### src/rtl/serial_link_pkg.sv
// Shared serial-link definitions: frame state encoding and line levels.
// The transmitter and the receive-side framer both import this package.
package serial_link_pkg;

    typedef enum logic [2:0] {
        IDLE   = 3'd0,
        START  = 3'd1,
        DATA   = 3'd2,
        PARITY = 3'd3,
        STOP   = 3'd4
    } tx_state_t;

    localparam logic LINE_IDLE = 1'b1;
    localparam logic START_BIT = 1'b0;
    localparam logic STOP_BIT  = 1'b1;

endpackage

### src/rtl/serial_word_tx_bit_timer.sv
// bit_timer: counts the clocks of one serial bit and flags the last one.
// Holds at zero while not running; restarts from zero after every last cycle,
// so each bit period and each state boundary sees a fresh count.
module bit_timer #(
    parameter int BIT_CYCLES = 4
) (
    input  logic clk,
    input  logic reset,
    input  logic run_i,
    output logic last_o
);

    localparam int CW = $clog2(BIT_CYCLES) + 1;
    localparam logic [CW-1:0] LAST_CNT = CW'(BIT_CYCLES - 1);

    logic [CW-1:0] cyc_cnt_q;
    logic [CW-1:0] cyc_cnt_d;

    assign last_o = run_i && (cyc_cnt_q == LAST_CNT);

    // Next count: advance while running, clear on the last cycle or when idle.
    always_comb begin
        cyc_cnt_d = '0;
        if (run_i && !last_o) begin
            cyc_cnt_d = cyc_cnt_q + 1'b1;
        end
    end

    // Count register.
    always_ff @(posedge clk or negedge reset) begin
        if (!reset) begin
            cyc_cnt_q <= '0;
        end else begin
            cyc_cnt_q <= cyc_cnt_d;
        end
    end

endmodule

### src/rtl/serial_word_tx.sv
// serial_word_tx: parallel-in, serial-out framed transmitter.
// Frame: start bit, DATA_W data bits MSB first, optional parity, stop bit,
// each bit held for BIT_CYCLES clocks. bit_stb marks the last clock of each
// data bit so the downstream shift register captures it exactly once.
// Build option: define SERIAL_WORD_TX_PARITY_EN to insert an even-parity bit.
//
// state  | meaning
// IDLE   | line at mark, in_ready high, waiting for a word
// START  | driving the start bit
// DATA   | driving shreg MSB, shifting once per bit
// PARITY | driving even parity of the accepted word (option only)
// STOP   | driving the stop bit, done on its last clock
module serial_word_tx
    import serial_link_pkg::*;
#(
    parameter int DATA_W     = 8,
    parameter int BIT_CYCLES = 4
) (
    input  logic              clk,
    input  logic              reset,
    input  logic [DATA_W-1:0] in_data,
    input  logic              in_valid,
    output logic              in_ready,
    output logic              ser_out,
    output logic              bit_stb,
    output logic              busy,
    output logic              done
);

    localparam int BW = $clog2(DATA_W) + 1;
    localparam logic [BW-1:0] LAST_BIT = BW'(DATA_W - 1);

    tx_state_t         state_q, state_d;
    logic [DATA_W-1:0] shreg_q, shreg_d;
    logic [BW-1:0]     bit_cnt_q, bit_cnt_d;
    logic              last_cyc;
`ifdef SERIAL_WORD_TX_PARITY_EN
    logic              parity_q, parity_d;
`endif

    bit_timer #(
        .BIT_CYCLES (BIT_CYCLES)
    ) u_bit_timer (
        .clk    (clk),
        .reset  (reset),
        .run_i  (state_q != IDLE),
        .last_o (last_cyc)
    );

    // Outputs decode straight from registered state, so reset forces the
    // line back to mark without waiting for a clock.
    assign in_ready = (state_q == IDLE);
    assign busy     = (state_q != IDLE);

    // Next-state, datapath updates and line/strobe outputs.
    always_comb begin
        state_d   = state_q;
        shreg_d   = shreg_q;
        bit_cnt_d = bit_cnt_q;
`ifdef SERIAL_WORD_TX_PARITY_EN
        parity_d  = parity_q;
`endif
        ser_out   = LINE_IDLE;
        bit_stb   = 1'b0;
        done      = 1'b0;
        case (state_q)
            IDLE: begin
                if (in_valid) begin
                    shreg_d   = in_data;
                    bit_cnt_d = '0;
`ifdef SERIAL_WORD_TX_PARITY_EN
                    parity_d  = ^in_data;
`endif
                    state_d   = START;
                end
            end
            START: begin
                ser_out = START_BIT;
                if (last_cyc) begin
                    state_d = DATA;
                end
            end
            DATA: begin
                ser_out = shreg_q[DATA_W-1];
                if (last_cyc) begin
                    bit_stb = 1'b1;
                    shreg_d = {shreg_q[DATA_W-2:0], 1'b0};
                    if (bit_cnt_q == LAST_BIT) begin
                        bit_cnt_d = '0;
`ifdef SERIAL_WORD_TX_PARITY_EN
                        state_d   = PARITY;
`else
                        state_d   = STOP;
`endif
                    end else begin
                        bit_cnt_d = bit_cnt_q + 1'b1;
                    end
                end
            end
`ifdef SERIAL_WORD_TX_PARITY_EN
            PARITY: begin
                ser_out = parity_q;
                if (last_cyc) begin
                    state_d = STOP;
                end
            end
`endif
            STOP: begin
                ser_out = STOP_BIT;
                if (last_cyc) begin
                    done    = 1'b1;
                    state_d = IDLE;
                end
            end
            default: begin
                state_d = IDLE;
            end
        endcase
    end

    // State and datapath registers.
    always_ff @(posedge clk or negedge reset) begin
        if (!reset) begin
            state_q   <= IDLE;
            shreg_q   <= '0;
            bit_cnt_q <= '0;
`ifdef SERIAL_WORD_TX_PARITY_EN
            parity_q  <= 1'b0;
`endif
        end else begin
            state_q   <= state_d;
            shreg_q   <= shreg_d;
            bit_cnt_q <= bit_cnt_d;
`ifdef SERIAL_WORD_TX_PARITY_EN
            parity_q  <= parity_d;
`endif
        end
    end

endmodule

### config.mk
export PLATFORM = sky130hd
export DESIGN_NAME = serial_word_tx
export DESIGN_NICKNAME = d
export VERILOG_FILES = /design/src/rtl/serial_link_pkg.sv /design/src/rtl/serial_word_tx_bit_timer.sv /design/src/rtl/serial_word_tx.sv
export SDC_FILE = /design/constraint.sdc
export NUM_CORES = 1
export LEC_CHECK = 0
export CORE_MARGIN = 4
export CORE_UTILIZATION = 50
export CTS_CLUSTER_SIZE = 24
export DETAILED_ROUTE_END_ITERATION = 12
export GPL_TIMING_DRIVEN = 0
export PLACE_DENSITY = 0.75
export RECOVER_POWER = 25
export SLEW_MARGIN = 20
export SYNTH_ARGS = -nofsm -noshare
export SYNTH_HDL_FRONTEND = slang
export SYNTH_HIERARCHICAL = 1
export SYNTH_SLANG_ARGS = --single-unit
### constraint.sdc
create_clock -name clk -period 4.6 [get_ports clk]
set_clock_uncertainty 0.05 [all_clocks]
set_input_delay 0.69 -clock clk [delete_from_list [all_inputs] [get_ports clk]]
set_output_delay 0.69 -clock clk [all_outputs]
set_load 0.005 [all_outputs]
Word level (Yosys, flattened, before mapping)

Index checks and enable logic that the tools add are counted.

Input bits: 11
Output and inout port bits: 5
Bits in registers: 18
Logic and storage cells: 42

Muxes and demuxes: 18
Reductions and logical operators: 8
Equal/unequal tests: 10
Add/subtract/negate cells: 2

Operators by type and width:

| cell                                                                    | number |
|---|---|
| 3-bit two-way mux                                                       | 6 |
| 8-bit two-way mux                                                       | 2 |
| 8-bit one-hot mux with 2 select lines                                   | 1 |
| 4-bit two-way mux                                                       | 3 |
| 3-bit one-hot mux with 4 select lines                                   | 1 |
| 4-bit one-hot mux with 2 select lines                                   | 1 |
| 3-bit by 2-bit equality test with 1-bit output, second input constant   | 2 |
| 2-bit by 1-bit inequality test with 1-bit output, second input constant | 3 |
| 5-bit AND reduction                                                     | 1 |
| 4-bit by 1-bit adder with 4-bit output, second input constant           | 1 |
| 4-bit by 3-bit equality test with 1-bit output, second input constant   | 1 |
| 2-bit inequality test, second input constant                            | 2 |
| 3-bit by 1-bit adder with 3-bit output, second input constant           | 1 |
| 3-bit by 1-bit equality test with 1-bit output, second input constant   | 1 |
| 3-bit equality test, second input constant                              | 1 |
| 3-bit logical NOT                                                       | 1 |
| 1-bit two-way mux                                                       | 3 |
| 3-bit AND reduction                                                     | 1 |
| 3-bit nonzero test                                                      | 1 |
| 1-bit logical AND                                                       | 2 |
| 1-bit one-hot mux with 2 select lines                                   | 1 |
| 2-bit nonzero test                                                      | 1 |
| 1-bit logical NOT                                                       | 1 |

Depth between registers and ports, before layout

Gate-level depths: netlist (run 1).

Word-level depth: 5
Mapped depth: 6
Gate-level depth less buffers: 6

Hierarchy

The synthesis (run 1) kept the hierarchy.

By module, submodules not included:

| module         | area an instance (um^2) | cells each | times used |
|---|---|---|---|
| serial_word_tx | 864.6                   | 72         | 1 |
| bit_timer      | 135.1                   | 10         | 1 |

Worst setup path before layout (run 1)

Ideal clock, no wire load.

Path kind: reg2out
Start point: register state_q[0]
End point: output bit_stb
Slack: 2550 ps
Stages on the path, launching flop included: 5
Data arrival time: 1310 ps
Cell sequence: dfrtp_1 -> buf_6 -> or3_4 -> and2_2 -> and4bb_4

Word-level cells in the longest chain between the ends: 4
Elaborated cells between the ends (all ways): 5
Classes of those cells: eq/ne (1); mux (2); reduce/logical (2)

RTL lines:

| what                     | RTL line                       | source |
|---|---|---|
| start: declaration       | serial_word_tx.sv:33           | `tx_state_t state_q, state_d;` |
| start signal: assignment | serial_word_tx.sv:131          | `state_q <= state_d;` |
| 3-bit nonzero test       | n/a                            |  |
| via busy                 | serial_word_tx.sv:26           | `output logic busy,` |
| 1-bit logical AND        | serial_word_tx_bit_timer.sv:19 | `assign last_o = run_i && (cyc_cnt_q == LAST_CNT);` |
| via last_cyc             | serial_word_tx.sv:36           | `logic last_cyc;` |
| 1-bit two-way mux        | serial_word_tx.sv:85           | `if (last_cyc) begin` |
| 1-bit two-way mux        | serial_word_tx.sv:66           | `case (state_q)` |
| end: declaration         | serial_word_tx.sv:25           | `output logic bit_stb,` |

The timed path passes the listed nets, and every way through them passes these cells.

Worst setup path after layout (run 1)

Start point: register state_q[0]
End point: output done

Word-level cells in the longest chain between the ends: 4
Elaborated cells between the ends (all ways): 5
Classes of those cells: eq/ne (1); mux (2); reduce/logical (2)

RTL lines:

| what               | RTL line                       | source |
|---|---|---|
| 3-bit nonzero test | serial_word_tx.sv:46           | `.run_i (state_q != IDLE),` |
| 1-bit logical AND  | serial_word_tx_bit_timer.sv:19 |  |
| via last_cyc       | serial_word_tx.sv:36           |  |
| 1-bit two-way mux  | serial_word_tx.sv:110          | `if (last_cyc) begin` |
| 1-bit two-way mux  | serial_word_tx.sv:66           |  |
| end: declaration   | serial_word_tx.sv:27           | `output logic done` |

The timed path passes the listed nets, and every way through them passes these cells.

==> results_dict.tcl, run 1 <==
set metrics [dict create \
    outcome "finished clean" \
    syn_area_um2 1000 \
    cts_tree "done" \
    io_pins 16 \
    grt_max_degree 19 \
    nets 116 \
    vias_per_cell 5.34 \
    synth_warnings 6 \
    cts_sinks 18 \
    wl_per_cell_um 14.0 \
    design.die.area_um2 2780 \
    numCtsBuffers 3 \
    power.density_nw_per_um2 467 \
    synth.avg_cell_area_um2 12.2 \
    rows 15 \
    post-route-util_pct 66.1 \
    htree_levels 1 \
    worstSetupPathType "reg -> out" \
    rsz0062_at_grt "no" \
    hold_path_class "reg -> reg" \
    max_freq_mhz 311 \
    clk_latency_ps 280 \
    drive_gt1_share_pct 27.0 \
    synth_cell_type_count 33 \
    cp-end-kind "output port" \
    drtIter0Drc 7 \
    root_buffer "clkbuf_4" \
    setup_tns_ps 0 \
    fp.coreArea_um2 1800 \
    dpl.hpwl_um 1280 \
    peakVddDrop_v 0.000257 \
    postSynthCellCount 82 \
    die_w_um 52.7 \
    grt_pass1_wl_um 3150 \
    cts.clk_slew.worst_paths_ps 100 \
    antenna_cells 0 \
    slew_violations 0 \
    cts_setup_buffers 0 \
    ant_nets 0 \
    first_global_vias 718 \
    synth_top_area_cell "dfrtp_1" \
    cts_buffer_depth 2 \
    start_kind "flip-flop" \
    dieHeight_um 52.7 \
    async_reset_ff_share_pct 100 \
    grt_antenna_before_repair 0 \
    timing.max_cap.violations 0 \
    synthTopCellsByArea "dfrtp_1 45%, mux2_2 17%, ha_1 3.8%" \
    grt-ovfl-total 0 \
    initial_core_util_pct 55.5 \
    grt.total_usage_pct 15.5 \
    ys.flop_type "dfrtp_1" \
    max-slew-margin-rel_pct 44.0 \
    io_buffers 15 \
    crit_required_ps 3860 \
    setup_viol 0 \
    dr.pass1.iters 4 \
    synth_edf_count 0 \
    drc 0 \
    routed_wl_um 1760 \
    min_period_over_period_pct 69.8 \
    synth_top_area_share_pct 45.1 \
    arrival_ps 2470 \
    areaGrowthSynthToFinish_pct 19.1 \
    cts_resized 0 \
    dr_total_vias 668 \
    postCtsHoldBufs 0 \
    routabilityCongestion 0.780 \
    p_leak_nw 0.503 \
    synth_fp_nets 96 \
    synth_seq_cells 18 \
    timing.final.crit_period_ps 3210 \
    hold_viol 0 \
    yosysSeqAreaShare_pct 45.1 \
    critPathMaxFanout 9 \
    worstMarginPinSlew_ps 838 \
]
cells in the mapped netlist (2+ instances only):
master    instances
mux2_2           15
mux2i_1           2
and3b_1           2
nor3_1            2
nor2_1            2
nand2b_1          2
o21ai_0           3
buf_6             2
nor3b_1           3
dfrtp_1          18
nand2_1           3
nand4_1           2
ha_1              3
inv_1             4
layer usage:
metal / wire length [um] / vias up / global-route usage [%]
met3: 61 / 2 / 3.42
met5: 0 / - / 0
met1: 839 / 324 / 18.5
met4: 12 / 0 / 5.11
li1: - / 330 / -
met2: 842 / 12 / 27.3
power breakdown:
group | internal, mW | total, mW | switching, mW | leakage, nW
clock | 0.0304 | 0.0767 | 0.0463 | 0.0138
combinational | 0.137 | 0.241 | 0.104 | 0.262
sequential | 0.214 | 0.239 | 0.0248 | 0.227
cells by family after synthesis:
kind of cell,Yosys count,share of synthesized area [%]
flops,18,45.1
fa+ha+maj,3,3.76
simple gates,25,18.0
compound gates,9,7.26
buf+inv,9,5.51
mux,18,20.4
flip-flops by register name, summed over array words and instances, names as in the netlist:
register and count:
u_bit_timer/cyc_cnt_q 3, bit_cnt_q 4, shreg_q 8, state_q 3
worst max-delay path: stages (launching register included):
cell	delay, ps
dfrtp_1	330
clkbuf_1	360
or3_1	320
and2_2	250
inv_1	90
nor4b_1	280
clkdlybuf4s50_1	550
through the flow:
step / power (mW) / instances / hold slack (ps) / worst slack (ps) / cell area (um^2)
finish: 0.557 / 125 / 393 / 1390 / 1190
global route: 0.608 / 125 / 417 / 1190 / 1190
CTS: 0.578 / 125 / 396 / 1680 / 1200
detailed placement: 0.499 / 122 / 382 / 2010 / 1180
global placement: 0.487 / 122 / 378 / 2040 / 1180
floorplan: 0.421 / 82 / 344 / 2550 / 1000
final timing paths:
kind,to,slack [ps],cells after the start,from
max,done,1390,6,state_q[0]
max in group asynchronous,shreg_q[0],3090,1,reset
min in group asynchronous,bit_cnt_q[0],890,1,reset
min,u_bit_timer/cyc_cnt_q[0],390,1,u_bit_timer/cyc_cnt_q[0]
max reg2reg,shreg_q[6],2360,6,state_q[0]
min reg2reg,u_bit_timer/cyc_cnt_q[0],390,1,u_bit_timer/cyc_cnt_q[0]
final cells by class:
| class | instances | area, um^2 |
|---|---|---|
| buffer | 4 | 27.5 |
| clock buffer | 3 | 22.5 |
| fill | 156 | 611 |
| inverter | 5 | 20.0 |
| multi-input combinational | 55 | 489 |
| sequential | 18 | 450 |
| tap | 25 | 31.3 |
| timing repair buffer | 15 | 150 |
cell usage in the layout, fill, tap and decap left out, types with 2 or more instances in the layout:
master	instances
nand2_1	3
nor3_1	2
clkbuf_4	3
nor3b_1	3
clkdlybuf4s50_1	14
nor2_1	2
mux2_2	15
ha_1	3
inv_1	4
nand4_1	2
and3b_1	2
mux2i_1	2
o21ai_0	3
nand2b_1	2
dfrtp_1	18
(Power assumes the default switching activity.)
==> run 2: changes to the inputs <==
- CORE_UTILIZATION: 50 -> 46
- PLACE_DENSITY: 0.75 -> 0.73
- clock period: 4.6 -> 2.57 ns (I/O delays scaled with it)
==> run 2 against run 1 <==
Net effect:
- final cell count rose by 1.6%
- combinational power grew 87%
- register-to-register slack worse by 1700 ps
- largest power group unchanged
==> results_dict.tcl, run 2 (same netlist as run 1, synthesis figures left out) <==
set metrics [dict create \
    crit_family "simple AND/OR/NAND/NOR gates" \
    drtIter0Drc 9 \
    final_common_cell "dfrtp_1" \
    min_period_over_period_pct 97.8 \
    cp_cell_sequence "buf_6 > or3_4 > and2_4 > and4bb_4 > clkdlybuf4s50_1" \
    cts_tree "done" \
    grt_pass1_wl_um 3130 \
    stdcell_area_um2 1210 \
    cp.buffers_inverters 2 \
    max_freq_mhz 398 \
    cts.clk_slew.worst_paths_ps 110 \
    path_depth 5 \
    areaGrowthSynthToFinish_pct 20.7 \
    cp-end-kind "output port" \
    worst-r2r-cell-count 6 \
    clk_latency_ps 310 \
    start_kind "flip-flop" \
    power.density_nw_per_um2 856 \
    cts_setup_buffers 0 \
    drive_gt1_share_pct 29.0 \
    switching_power_uw 330 \
    timing.final.crit_period_ps 2510 \
    p_total_mw 1.03 \
    grt_antenna_before_repair 0 \
    critPathLaunch "state_q[0]" \
    dieHeight_um 54.6 \
    crit_required_ps 2130 \
    first_global_vias 691 \
    top_register "shreg_q" \
    grt_max_degree 19 \
    grt-ovfl-total 0 \
    peakVddDrop_v 0.000513 \
    setup_tns_ps 0 \
    hold_path_class "reg -> reg" \
    cp_slowest_stage_delay_ps 440 \
    outcome "finished clean" \
    max-slew-margin-rel_pct 42.3 \
    fp.coreArea_um2 2020 \
    endpoint "bit_stb" \
    drc 0 \
    dpl.hpwl_um 1260 \
    rr_endpoint "bit_cnt_q[3]" \
    p_leak_nw 0.514 \
    io_buffers 15 \
    wl_per_cell_um 14.0 \
    setup_viol 0 \
    nFillCells 175 \
    htree_levels 1 \
    slew_violations 0 \
    layout_common_cells "18 x dfrtp_1, 15 x mux2_2, 13 x clkdlybuf4s50_1" \
    p_int_uw 702 \
    initial_core_util_pct 49.4 \
    p_comb_share_pct 43.6 \
    antenna_cells 0 \
    routabilityCongestion 0.774 \
    hold_viol 0 \
    timing.max_cap.violations 0 \
    rsz0062_at_grt "no" \
    rows 16 \
    switching_share_pct 32.0 \
    cts_sinks 18 \
    dpl-instance-area_um2 1180 \
    dr_total_vias 687 \
    cts_buffer_depth 2 \
    io_pins 16 \
    top_regs "shreg_q (8), bit_cnt_q (4)" \
    grt.total_usage_pct 15.1 \
    dr.pass1.iters 4 \
    routed_wl_um 1780 \
    nets 116 \
    crit_slowest_cell "clkdlybuf4s50_1" \
    worstMarginPinSlew_ps 863 \
    largest_reg_flops 8 \
    power_frac_clock_pct 14.5 \
    vias_per_cell 5.41 \
    design.die.area_um2 2980 \
    r2r-start "state_q[0]" \
    worstSetupPathType "reg -> out" \
    numCtsBuffers 3 \
    critPathMaxFanout 9 \
    arrival_ps 2080 \
    die_w_um 54.6 \
    root_buffer "clkbuf_4" \
    ant_nets 0 \
    seq_power_share_pct 41.9 \
    reg2reg_slack_ps 670 \
]
-- run 2: stage by stage --
step,util [%],instances,worst slack (ps),hold WS [ps]
floorplan,-,82,690,39.9
global placement,58.5,124,309,387
detailed placement,58.5,124,279,394
CTS,59.7,127,52.8,410
global route,59.7,127,1.46,413
finish,59.7,127,56.6,405
-- run 2: area by class of cell --
class	instances	area [um^2]	share of cell area, %
multi-input cells	55	495	41.1
flip-flops and latches	18	450	37.3
repair buffers	15	149	12.3
plain buffers	4	35.0	2.90
well taps	27	33.8	2.80
clock buffers	3	22.5	1.87
inverters	5	20.0	1.66
-- run 2: worst reg2reg max path, delay by kind of cell, from the launching register on --
kind / cells / cell delay, ps
and+or+nand+nor: 4 / 920
muxes: 1 / 300
buffers and inverters: 1 / 140
DFF: 1 / 390
-- run 2: repair_timing --
item,4_1_cts,5_1_grt
hold buffers,0,0
hold endpoints to repair,0,0
resized for setup,2,0
endpoints found under the setup margin,2,0
-- run 2: layer usage --
| metal | GRT usage (%) | vias up | wire [um] |
|---|---|---|---|
| met4 | 7.47 | 0 | 30 |
| met3 | 3.81 | 3 | 106 |
| met1 | 19.6 | 339 | 855 |
| met5 | 0 | - | 0 |
| li1 | - | 328 | - |
| met2 | 23.2 | 17 | 784 |
-- run 2: worst min path at each step --
stage,from,end,cells past startpoint
6_report,u_bit_timer/cyc_cnt_q[0],u_bit_timer/cyc_cnt_q[0],1
5_1_grt,u_bit_timer/cyc_cnt_q[0],u_bit_timer/cyc_cnt_q[0],1
4_1_cts,u_bit_timer/cyc_cnt_q[0],u_bit_timer/cyc_cnt_q[0],1
3_5_place_dp,u_bit_timer/cyc_cnt_q[0],u_bit_timer/cyc_cnt_q[0],1
3_3_place_gp,u_bit_timer/cyc_cnt_q[0],u_bit_timer/cyc_cnt_q[0],1
2_1_floorplan,reset,bit_cnt_q[0],0
-- run 2: power groups by stage --
stage / sequential [mW] / combinational, mW / clock [mW]
after floorplan: 0.424 / 0.330 / 0
after global placement: 0.433 / 0.438 / 0
after detailed placement: 0.440 / 0.451 / 0
after CTS: 0.433 / 0.456 / 0.153
after global routing: 0.444 / 0.510 / 0.162
final: 0.432 / 0.450 / 0.150
==> run 3: changes to the inputs <==
--- a/config.mk
+++ b/config.mk
@@ -7,2 +7,3 @@
 export LEC_CHECK = 0
+export CAP_MARGIN = 20
 export CORE_MARGIN = 4
==> constraint.sdc (replaced) <==
create_clock -name clk -period 2.57 [get_ports clk]
set_clock_uncertainty 0.05 [all_clocks]
set_input_delay 0.257 -clock clk [delete_from_list [all_inputs] [get_ports clk]]
set_output_delay 0.257 -clock clk [all_outputs]
set_load 0.005 [all_outputs]
==> run 3 against run 2 <==
Net effect:
- first-iteration DRC count unchanged
- critical path depth grew 1
- cell area up 0.62%
- register-to-register slack about the same
- critical path type unchanged
- largest power group unchanged
- highest routed layer unchanged
==> results_dict.tcl, run 3 (same netlist as run 1, synthesis figures left out) <==
set metrics [dict create \
    grt_antenna_before_repair 0 \
    routabilityCongestion 0.774 \
    fp.coreArea_um2 2020 \
    drive_gt1_share_pct 30.0 \
    wl_per_cell_um 14.0 \
    cts_buffer_depth 2 \
    ant_nets 0 \
    nFillCells 173 \
    grt-ovfl-total 0 \
    dr_total_vias 686 \
    p_comb_share_pct 43.8 \
    hold_viol 0 \
    numCtsBuffers 3 \
    io_buffers 15 \
    design.die.area_um2 2980 \
    top_regs "shreg_q (8), bit_cnt_q (4)" \
    grt.total_usage_pct 15.1 \
    worstSetupPathType "reg -> out" \
    cp_cell_sequence "ha_1 > ha_1 > and2_4 > inv_1 > nor4b_2 > clkdlybuf4s50_1" \
    cts_resized 0 \
    antenna_cells 0 \
    grt_pass1_wl_um 3130 \
    worstMarginPinSlew_ps 872 \
    cts_tree "done" \
    drtIter0Drc 9 \
    crit_required_ps 2260 \
    grt_max_degree 19 \
    critPathMaxFanout 6 \
    slew_violations 0 \
    dpl.hpwl_um 1260 \
    timing.max_cap.violations 0 \
    cts.clk_slew.worst_paths_ps 100 \
    max-slew-margin-rel_pct 41.7 \
    areaGrowthSynthToFinish_pct 21.4 \
    dr.pass1.iters 4 \
    cts_sinks 18 \
    layout_common_cells "18 x dfrtp_1, 15 x mux2_2, 14 x clkdlybuf4s50_1" \
    dieHeight_um 54.6 \
    top_register "shreg_q" \
    start_kind "flip-flop" \
    rows 16 \
    switching_power_uw 331 \
    routed_wl_um 1780 \
    root_buffer "clkbuf_4" \
    vias_per_cell 5.40 \
    initial_core_util_pct 49.4 \
    cts_setup_buffers 0 \
    die_w_um 54.6 \
    outcome "finished clean" \
    setup_tns_ps 0 \
    switching_share_pct 32.0 \
    rsz0062_at_grt "no" \
    nets 116 \
    hold_path_class "reg -> reg" \
    peakVddDrop_v 0.000513 \
    seq_power_share_pct 41.8 \
    io_pins 16 \
    crit_slowest_cell "clkdlybuf4s50_1" \
    p_total_mw 1.03 \
    drc 0 \
    final_common_cell "dfrtp_1" \
    cp-end-kind "output port" \
    min_period_over_period_pct 93.8 \
    clk_latency_ps 300 \
    htree_levels 1 \
    max_freq_mhz 415 \
    power.density_nw_per_um2 851 \
    power_frac_clock_pct 14.3 \
    first_global_vias 691 \
    crit_top_cell "ha_1" \
    timing.final.crit_period_ps 2410 \
    setup_viol 0 \
    p_int_uw 702 \
    arrival_ps 2100 \
    postCtsHoldBufs 0 \
    p_leak_nw 0.509 \
    largest_reg_flops 8 \
    cp_slowest_stage_delay_ps 530 \
]
-- run 3: cell count changes in the layout (fill, tap and decap cells not counted), sizes merged --
cell / delta
dlygate4sd2: -1
clkdlybuf4s50: +1
-- run 3: stage by stage --
step | utilization [%] | cell area [um^2] | cells | hold WS [ps] | worst slack, ps
after floorplan | - | 1000 | 82 | -88.6 | 690
after global placement | 58.5 | 1180 | 124 | 387 | 437
after detailed placement | 58.5 | 1180 | 124 | 394 | 407
after CTS | 59.7 | 1210 | 127 | 400 | 52.3
after global routing | 60.0 | 1210 | 127 | 413 | 33.8
final | 60.0 | 1210 | 127 | 405 | 160
-- run 3: power by group through the flow --
stage / clock network, mW / logic (mW) / registers [mW]
after floorplan: 0 / 0.330 / 0.424
after global placement: 0 / 0.438 / 0.433
after detailed placement: 0 / 0.451 / 0.440
after CTS: 0.153 / 0.452 / 0.433
after global routing: 0.162 / 0.513 / 0.444
final: 0.148 / 0.453 / 0.432
-- run 3: critical path: cells and delay by family (launching register included) --
| family | cells | cell delay, ps |
|---|---|---|
| simple gates | 2 | 450 |
| flops | 1 | 370 |
| buf+inv | 2 | 620 |
| fa+ha+maj | 2 | 370 |
-- run 3: area by class of cell --
| type | count | area, um^2 | share of cell area (%) |
|---|---|---|---|
| multi-input cells | 55 | 502 | 41.3 |
| plain buffers | 4 | 35.0 | 2.89 |
| well taps | 27 | 33.8 | 2.78 |
| clock buffers | 3 | 22.5 | 1.86 |
| flip-flops and latches | 18 | 450 | 37.1 |
| repair buffers | 15 | 150 | 12.4 |
| inverters | 5 | 20.0 | 1.65 |
-- run 3: path summary, 6_finish.rpt --
check | from | endpoint | slack [ps] | depth (start not counted)
min | u_bit_timer/cyc_cnt_q[0] | u_bit_timer/cyc_cnt_q[0] | 410 | 1
min in group asynchronous | reset | bit_cnt_q[3] | 450 | 1
max in group asynchronous | reset | shreg_q[2] | 1480 | 1
min reg2reg | u_bit_timer/cyc_cnt_q[0] | u_bit_timer/cyc_cnt_q[0] | 410 | 1
max | u_bit_timer/cyc_cnt_q[0] | done | 160 | 6
max reg2reg | state_q[0] | bit_cnt_q[3] | 680 | 6
-- run 3: per-layer routing --
metal,up-vias,GRT usage [%],wire length [um]
met5,-,0,0
met3,3,3.81,111
li1,327,-,-
met2,20,23.2,799
met4,0,7.47,30
met1,336,19.6,840
